$ cat src/rtl/instr_fetch.sv
// Instruction fetch stage: drives the program ROM address from an internal pc and
// queues {pc, instr} pairs in a small FIFO for decode, with redirect flush and halt.
module instr_fetch #(
    parameter logic [31:0] RESET_PC = 32'h0000_0000,
    parameter int unsigned DEPTH    = 2
) (
    input  logic        clk,
    input  logic        rst_n,
    output logic [31:0] addr_bus,
    input  logic [31:0] data_bus,
    input  logic        halt,
    input  logic        redirect_valid,
    input  logic [31:0] redirect_pc,
    output logic        out_valid,
    input  logic        out_ready,
    output logic [31:0] out_instr,
    output logic [31:0] out_pc
);

    localparam int unsigned PTR_W = (DEPTH > 1) ? $clog2(DEPTH) : 1;
    localparam int unsigned CNT_W = $clog2(DEPTH + 1);
    localparam logic [CNT_W-1:0] FULL = CNT_W'(DEPTH);
    localparam logic [31:0] PC_INIT = RESET_PC & ~32'h3;

    logic [31:0]      pc_q, pc_d;
    logic [31:0]      buf_pc_q    [DEPTH];
    logic [31:0]      buf_instr_q [DEPTH];
    logic [PTR_W-1:0] rd_ptr_q, rd_ptr_d;
    logic [PTR_W-1:0] wr_ptr_q, wr_ptr_d;
    logic [CNT_W-1:0] count_q, count_d;
    logic             push;
    logic             pop;

    function automatic logic [PTR_W-1:0] ptr_inc(input logic [PTR_W-1:0] p);
        if (p == PTR_W'(DEPTH - 1)) begin
            return '0;
        end
        return p + PTR_W'(1);
    endfunction

    assign addr_bus  = {2'b00, pc_q[31:2]};
    assign out_valid = (count_q != '0);
    assign out_instr = buf_instr_q[rd_ptr_q];
    assign out_pc    = buf_pc_q[rd_ptr_q];

    // Redirect wins over everything: the head is not consumed in a flush cycle.
    assign pop  = out_valid & out_ready & ~redirect_valid;
    assign push = ~redirect_valid & ~halt & ((count_q < FULL) | pop);

    always_comb begin
        pc_d     = pc_q;
        rd_ptr_d = rd_ptr_q;
        wr_ptr_d = wr_ptr_q;
        count_d  = count_q;
        if (redirect_valid) begin
            pc_d     = {redirect_pc[31:2], 2'b00};
            rd_ptr_d = '0;
            wr_ptr_d = '0;
            count_d  = '0;
        end else begin
            if (push) begin
                pc_d     = pc_q + 32'd4;
                wr_ptr_d = ptr_inc(wr_ptr_q);
            end
            if (pop) begin
                rd_ptr_d = ptr_inc(rd_ptr_q);
            end
            case ({push, pop})
                2'b10:   count_d = count_q + CNT_W'(1);
                2'b01:   count_d = count_q - CNT_W'(1);
                default: count_d = count_q;
            endcase
        end
    end

    always_ff @(posedge clk or negedge rst_n) begin
        if (!rst_n) begin
            pc_q     <= PC_INIT;
            rd_ptr_q <= '0;
            wr_ptr_q <= '0;
            count_q  <= '0;
        end else begin
            pc_q     <= pc_d;
            rd_ptr_q <= rd_ptr_d;
            wr_ptr_q <= wr_ptr_d;
            count_q  <= count_d;
        end
    end

    // Storage is cleared on reset so out_instr/out_pc read zero while empty after reset.
    always_ff @(posedge clk or negedge rst_n) begin
        if (!rst_n) begin
            for (int i = 0; i < int'(DEPTH); i++) begin
                buf_pc_q[i]    <= '0;
                buf_instr_q[i] <= '0;
            end
        end else if (push) begin
            buf_pc_q[wr_ptr_q]    <= pc_q;
            buf_instr_q[wr_ptr_q] <= data_bus;
        end
    end

endmodule

$ cat config.mk
export PLATFORM = sky130hd
export DESIGN_NAME = instr_fetch
export DESIGN_NICKNAME = d
export VERILOG_FILES = /design/src/rtl/instr_fetch.sv
export SDC_FILE = /design/constraint.sdc
export NUM_CORES = 1
export LEC_CHECK = 0
export ABC_AREA = 1
export CAP_MARGIN = 30
export CORE_AREA = 2 2 128 255
export CTS_CLUSTER_DIAMETER = 60
export DETAILED_ROUTE_END_ITERATION = 12
export DIE_AREA = 0 0 130 257
export GPL_TIMING_DRIVEN = 0
export HOLD_SLACK_MARGIN = 0.02
export PLACE_DENSITY = 0.42
export SYNTH_ARGS = -nofsm -noshare
export SYNTH_HDL_FRONTEND = slang
export SYNTH_SLANG_ARGS = --single-unit
$ cat constraint.sdc
create_clock -name clk -period 1.4 [get_ports clk]
set_input_delay 0.21 -clock clk [delete_from_list [all_inputs] [get_ports clk]]
set_output_delay 0.21 -clock clk [all_outputs]
set_load 0.005 [all_outputs]
==> results.py, run 1 <==
metrics = {
    "power_and_ir_drop": {
        "power_density_nw_per_um2": 1230,
        "internal_power_mw": 11.7,
        "clock_power_share": 0.271,
        "switching_share": 0.342,
        "peakVddDrop_mv": 1.00,
        "p_leak_nw": 6.82,
        "pwr-share-comb": 0.357,
        "p_sw_mw": 6.06,
        "sequentialPowerShare": 0.372,
    },
    "floorplan": {
        "die_h_um": 257,
        "start_util": 0.248,
        "core_area_sq_um": 31400,
        "rows": 92,
        "die_w_um": 130,
        "dieArea_sq_um": 33400,
        "ios": 166,
    },
    "place": {
        "place_area_sq_um": 9970,
        "dp_slack_ns": -1.17,
        "portBuffers": 158,
        "numPlacedInstances": 1629,
        "place_hpwl_mm": 23.0,
        "gp_congestion": 0.957,
    },
    "timing": {
        "period_share": 1.31,
        "hold_viol": 0,
        "fin_skew_ns": 0.0115,
        "setup_viol": 190,
        "timing.hold.ws_ns": 0.115,
        "post-route-min-period_ns": 1.84,
        "rsz0062_at_grt": "true",
        "fin_tns_setup_ns": -36.55,
        "max_freq_ghz": 0.544,
        "drv_slew": 0,
        "slew_headroom": 0.537,
        "timing.final.ws_setup_ns": -0.438,
        "worst_pin_slew_ns": 0.695,
    },
    "clocking": {
        "cts_tree": "yes",
        "clk_latency_ns": 0.45,
        "clock_path_buffers": 2,
        "clock-sinks": 158,
        "cts.clk_slew.worst_paths_ns": 0.07,
        "cts_buffers": 17,
        "cts_root_buf": "clkbuf_16",
        "h-tree-depth": 4,
    },
    "synthesis": {
        "synth-edff-count": 0,
        "yosysWarnings": 0,
        "ys_ff_latch": 158,
        "ys_types": 31,
        "synthFlopType": "dfrtp_1",
        "synth_seq_area_share": 0.507,
        "syn-cell-area_sq_um": 7790,
        "avgSynthCellArea_sq_um": 7.47,
        "async_flop_share": 1.00,
        "syn_inst": 1044,
    },
    "hold_path": {
        "holdCritStartpoint": "redirect_valid",
        "hp-class": "in2reg",
    },
    "critical_path": {
        "crit_path_end_kind": "primary output",
        "max_stage_delay_ns": 0.43,
        "critPathLaunch": "rd_ptr_q",
        "r2r-end": "buf_pc_q[61]",
        "worstRegToRegCells": 10,
        "critical_path.cell_chain": "buf_12, inv_16, buf_12, clkbuf_16, nand2_4, nand2_4, buf_6",
        "reg2reg_from": "count_q[1]",
        "slowest_stage": "dfrtp_2",
        "worstPathMaxFanout": 5,
        "required_ns": 1.19,
        "endpoint": "out_pc[19]",
        "reg2reg_slack_ns": -0.19,
        "cp.arrival_ns": 1.63,
        "worstSetupPathType": "reg2out",
        "start_kind": "flop",
    },
    "drt": {
        "firstDrtPassIters": 4,
        "vias": 8191,
        "route.antenna.remaining_nets": 0,
        "route.detailed.drc": 0,
        "viasPerCell": 4.54,
        "initialDrtViolationCount": 268,
        "avgRoutedWirePerCell_um": 19.7,
        "wirelength_mm": 35.6,
    },
    "outcome": {
        "status": "complete, but fails checks",
        "violations": "setup timing",
    },
    "global_route": {
        "gr-total-overflow": 0,
        "grt_max_degree": 104,
        "grtUsageTotal": 0.214,
        "grt_pass1_wl_mm": 51.6,
        "antenna_found_initial": 0,
        "grt_pass1_vias": 8384,
    },
    "layout": {
        "finalInstanceArea_sq_um": 14400,
        "antenna_cells": 0,
        "drive_gt1_frac": 0.499,
        "syn_to_final_growth_pct": 85.0,
        "most-common-layout-cells": "nand2_1, dfrtp_1, nand2_2",
        "final_common_cell": "nand2_1",
        "final_cells": 1806,
        "nets": 1440,
    },
    "run": {
        "maxCapViolations": 0,
    },
}
[sequential cells by signal, indices dropped and copies added, names as in the netlist]
register	cells
buf_instr_q	64
buf_pc_q	60
count_q	2
pc_q	30
rd_ptr_q	1
wr_ptr_q	1
[per-layer routing]
metal	GRT usage	vias up	share of wire
li1	-	3902	-
met1	0.206	3985	0.32
met2	0.416	214	0.58
met3	0.0351	90	0.031
met4	0.118	0	0.067
met5	0	-	0
[cells in the mapped netlist (2+ instances only)]
library cell,instances,area (sq um)
nand2_1,479,1800
dfrtp_1,158,3950
o21ai_0,118,591
inv_1,88,330
nor2_1,53,199
o21ai_1,25,125
clkbuf_1,24,90.1
nand3_1,21,105
buf_4,11,82.6
o21ai_2,10,87.6
nand2_2,8,50.1
buf_6,7,78.8
xor2_1,7,61.3
buf_2,5,25.0
a21oi_1,4,20.0
o211ai_1,4,30.0
buf_1,3,11.3
inv_2,3,11.3
o221ai_1,3,26.3
nor3_1,2,10.0
[stage by stage]
step,power (mW),utilization
finish,17.7,0.459
global placement,10.4,0.316
detailed placement,10.5,0.317
global route,18.7,0.459
floorplan,8.11,-
CTS,16.9,0.428
[timing repair]
action	CTS	global route
endpoints found under the hold margin	55	0
pin swaps	48	79
gates resized for setup	829	339
setup endpoints to repair	250	224
setup buffers	106	34
cloned	28	7
hold buffers	1	0
[worst min path at each step]
| stage | end | slack, ns | cells after the start |
|---|---|---|---|
| global placement | buf_pc_q[8] | 0.47 | 2 |
| floorplan | buf_instr_q[0] | -0.09 | 0 |
| CTS | count_q[1] | 0.11 | 4 |
| finish | count_q[1] | 0.11 | 4 |
| detailed placement | buf_pc_q[46] | 0.17 | 1 |
| global route | count_q[1] | 0.1 | 4 |
[final cells by class]
class,count,area (sq um)
buffer,40,686
clock buffer,19,453
clock inverter,13,140
fill,3110,17000
inverter,91,370
multi-input combinational,747,4830
sequential,158,3980
tap,423,529
timing repair buffer,314,3410
timing repair inverter,1,16.3
[logic make-up after synthesis]
group,count (synthesis),synth area share
and+or+nand+nor,565,0.280
AOI/OAI and AO/OA,168,0.118
DFF,158,0.507
buffers and inverters,143,0.0836
xor gates and xnor gates,8,0.00899
adders and majority gates,1,0.00160
other,1,0.000481
[power groups by stage]
stage                     combinational [mW]  sequential [mW]  clock (mW)
after detailed placement                4.09             6.39           0
final                                   6.33             6.59        4.79
after CTS                               5.53             6.41        4.91
after global placement                  4.04             6.38           0
after global routing                    6.86             6.73        5.09
after floorplan                         1.89             6.22           0
[critical path: cells and delay by family (launching register included)]
family                 cells  cell delay (ns)
buffers and inverters      5             0.61
DFF                        1             0.43
and+or+nand+nor            2             0.13
Power figures use the tool's default switching activity.
==> run 2, diff against run 1 <==
--- a/config.mk
+++ b/config.mk
@@ -5,12 +5,11 @@
 export SDC_FILE = /design/constraint.sdc
 export NUM_CORES = 1
 export LEC_CHECK = 0
-export ABC_AREA = 1
 export CAP_MARGIN = 30
-export CORE_AREA = 2 2 128 255
+export CORE_AREA = 2 2 126 250
 export CTS_CLUSTER_DIAMETER = 60
 export DETAILED_ROUTE_END_ITERATION = 12
-export DIE_AREA = 0 0 130 257
+export DIE_AREA = 0 0 128 252
 export GPL_TIMING_DRIVEN = 0
 export HOLD_SLACK_MARGIN = 0.02
 export PLACE_DENSITY = 0.42
==> run 2 against run 1 <==
The flow still finishes with violations (setup timing). Global-route usage fell by 3.2 points. Clock skew fell by 0.0026 ns. Highest routed layer unchanged. Non-clock buffer count fell by 9. Synthesized area fell by 4.0%. Final area fell by 8.9%. Critical path depth fell by 2. Sequential power fell by 2%. Register-to-register slack got worse by 0.27 ns. Flip-flop and latch count did not move. Routed wire length fell by 21%. Worst setup slack got worse by 0.12 ns.
==> results.py, run 2 <==
metrics = {
    "synthesis": {
        "synth-edff-count": 0,
        "synth_top_area_share": 0.529,
        "synth_seq_area_share": 0.529,
        "yosysMostFrequentCell": "mux2_2",
        "ys_ff_latch": 158,
        "synth_top_cell_by_area": "dfrtp_1",
        "syn_inst": 589,
        "avgSynthCellArea_sq_um": 12.7,
        "async_flop_share": 1.00,
        "synthFlopType": "dfrtp_1",
        "ys_top_cells_by_area": "dfrtp_1, mux2_2, nand3_1, o21ai_0, o31ai_1",
        "ys_types": 51,
        "yosys-top-cells-count": "mux2_2, dfrtp_1, nand2_1",
        "syn-cell-area_sq_um": 7480,
        "yosysWarnings": 0,
    },
    "layout": {
        "final_cells": 1294,
        "seq_area_sq_um": 3990,
        "most-common-layout-cells": "mux2_4, dfrtp_1, buf_6",
        "top_register": "buf_instr_q",
        "nets": 985,
        "final_common_cell": "mux2_4",
        "finalInstanceArea_sq_um": 13100,
        "fillers": 2830,
        "final_util": 0.435,
        "syn_to_final_growth_pct": 75.6,
        "drive_gt1_frac": 0.576,
        "multi_input_area_sq_um": 4270,
        "antenna_cells": 0,
        "largest_registers": "buf_instr_q (64), buf_pc_q (60), pc_q (30)",
        "largest_reg_flops": 64,
    },
    "clocking": {
        "clk_latency_ns": 0.44,
        "cts_buffers": 17,
        "cts_tree": "yes",
        "clock-sinks": 158,
        "h-tree-depth": 4,
        "cts_root_buf": "clkbuf_16",
        "cts.clk_slew.worst_paths_ns": 0.06,
        "clock_path_buffers": 2,
    },
    "drt": {
        "route.detailed.drc": 0,
        "avgRoutedWirePerCell_um": 21.8,
        "wirelength_mm": 28.2,
        "vias": 6145,
        "top_layer_used": "met4",
        "dr_wl_met2_mm": 16.2,
        "route.antenna.remaining_nets": 0,
        "initialDrtViolationCount": 243,
        "firstDrtPassIters": 4,
        "met1_length_mm": 9.94,
        "viasPerCell": 4.75,
        "dr_wl_met3_mm": 1.06,
    },
    "critical_path": {
        "worstSetupPathType": "reg2out",
        "endpoint": "out_instr[30]",
        "required_ns": 1.19,
        "reg2reg_slack_ns": -0.46,
        "start_kind": "flop",
        "r2r-end": "pc_q[23]",
        "worstRegToRegCells": 5,
        "critPathLaunch": "rd_ptr_q",
        "crit_path_end_kind": "primary output",
        "worstPathMaxFanout": 8,
        "cp.arrival_ns": 1.75,
        "reg2reg_from": "pc_q[4]",
    },
    "global_route": {
        "grt_max_degree": 89,
        "grt_pass1_wl_mm": 43.7,
        "grtUsageTotal": 0.183,
        "gr-total-overflow": 0,
        "grt_pass1_vias": 7078,
        "antenna_found_initial": 0,
    },
    "timing": {
        "max_freq_ghz": 0.511,
        "slew_headroom": 0.579,
        "period_share": 1.40,
        "timing.final.ws_setup_ns": -0.557,
        "drv_slew": 0,
        "hold_viol": 0,
        "post-route-min-period_ns": 1.96,
        "rsz0062_at_grt": "true",
        "worst_pin_slew_ns": 0.631,
        "fin_skew_ns": 0.00895,
        "setup_viol": 218,
    },
    "place": {
        "place_hpwl_mm": 17.1,
        "gp_congestion": 0.777,
        "numPlacedInstances": 1121,
        "portBuffers": 159,
        "place_area_sq_um": 10100,
        "dp_slack_ns": -1.45,
    },
    "outcome": {
        "violations": "setup timing",
        "status": "complete, but fails checks",
    },
    "floorplan": {
        "ios": 166,
        "die_h_um": 252,
        "die_w_um": 128,
        "start_util": 0.248,
        "dieArea_sq_um": 32300,
        "core_area_sq_um": 30200,
        "rows": 90,
    },
    "run": {
        "maxCapViolations": 0,
    },
    "power_and_ir_drop": {
        "power_density_nw_per_um2": 1300,
        "p_leak_nw": 5.67,
        "peakVddDrop_mv": 0.941,
    },
    "hold_path": {
        "hp-class": "in2async",
    },
}
==> run 2: layer usage <==
layer	track usage	vias to the layer above
met2	0.348	192
li1	-	2799
met1	0.188	3105
met3	0.0384	49
met5	0	-
met4	0.0804	0
==> run 2: cells by family after synthesis <==
kind of cell	synth area share
AOI/OAI and AO/OA	0.0537
xor gates and xnor gates	0.0117
adders and majority gates	0.00167
buffers and inverters	0.0289
DFF	0.529
muxes	0.281
other	0.000501
and+or+nand+nor	0.0937
==> run 2: through the flow <==
stage / setup TNS (ns) / hold slack [ns] / power, mW
2_1_floorplan: -37.58 / -0.0856 / 8.94
3_3_place_gp: -1246.57 / 0.485 / 11.1
3_5_place_dp: -210.90 / 0.224 / 11.2
4_1_cts: -95.92 / 0.295 / 17.2
5_1_grt: -91.08 / 0.306 / 18.0
6_report: -78.32 / 0.259 / 17.1
==> run 2: where the power goes <==
part	internal, mW	switching [mW]	leakage (nW)
sequential	5.76	0.714	1.83
combinational	3.95	1.94	3.57
clock	2.88	1.90	0.276
==> run 2: cell type report <==
class | count | area share
Inverter | 6 | 0.00171
Clock inverter | 6 | 0.00838
Buffer | 33 | 0.0366
Sequential cell | 158 | 0.304
Timing Repair Buffer | 312 | 0.254
Tap cell | 368 | 0.0350
Multi-Input combinational cell | 387 | 0.325
Clock buffer | 24 | 0.0359
==> run 2: worst min path at each step <==
stage,start,endpoint,depth (start not counted),slack [ns]
finish,rst_n,buf_pc_q[46],2,0.26
global route,rst_n,buf_pc_q[46],2,0.31
CTS,redirect_pc[15],pc_q[15],3,0.30
detailed placement,rst_n,buf_pc_q[46],1,0.22
global placement,buf_instr_q[48],buf_instr_q[48],1,0.49
floorplan,rst_n,buf_instr_q[0],0,-0.09
==> run 2: repair_timing <==
| action | 4_1_cts | 5_1_grt |
|---|---|---|
| hold endpoints to repair | 70 | 0 |
| setup buffers | 131 | 22 |
| pin swaps | 34 | 30 |
| hold buffers | 1 | 0 |
| gates cloned | 14 | 0 |
| endpoints found under the setup margin | 251 | 233 |
| resized for setup | 559 | 84 |
==> run 2: worst max-delay path, cell delays in order (launching register included) <==
cell and delay (ns):
dfrtp_2 0.43, buf_12 0.15, clkbuf_16 0.17, buf_8 0.13, mux2_4 0.30, buf_6 0.12
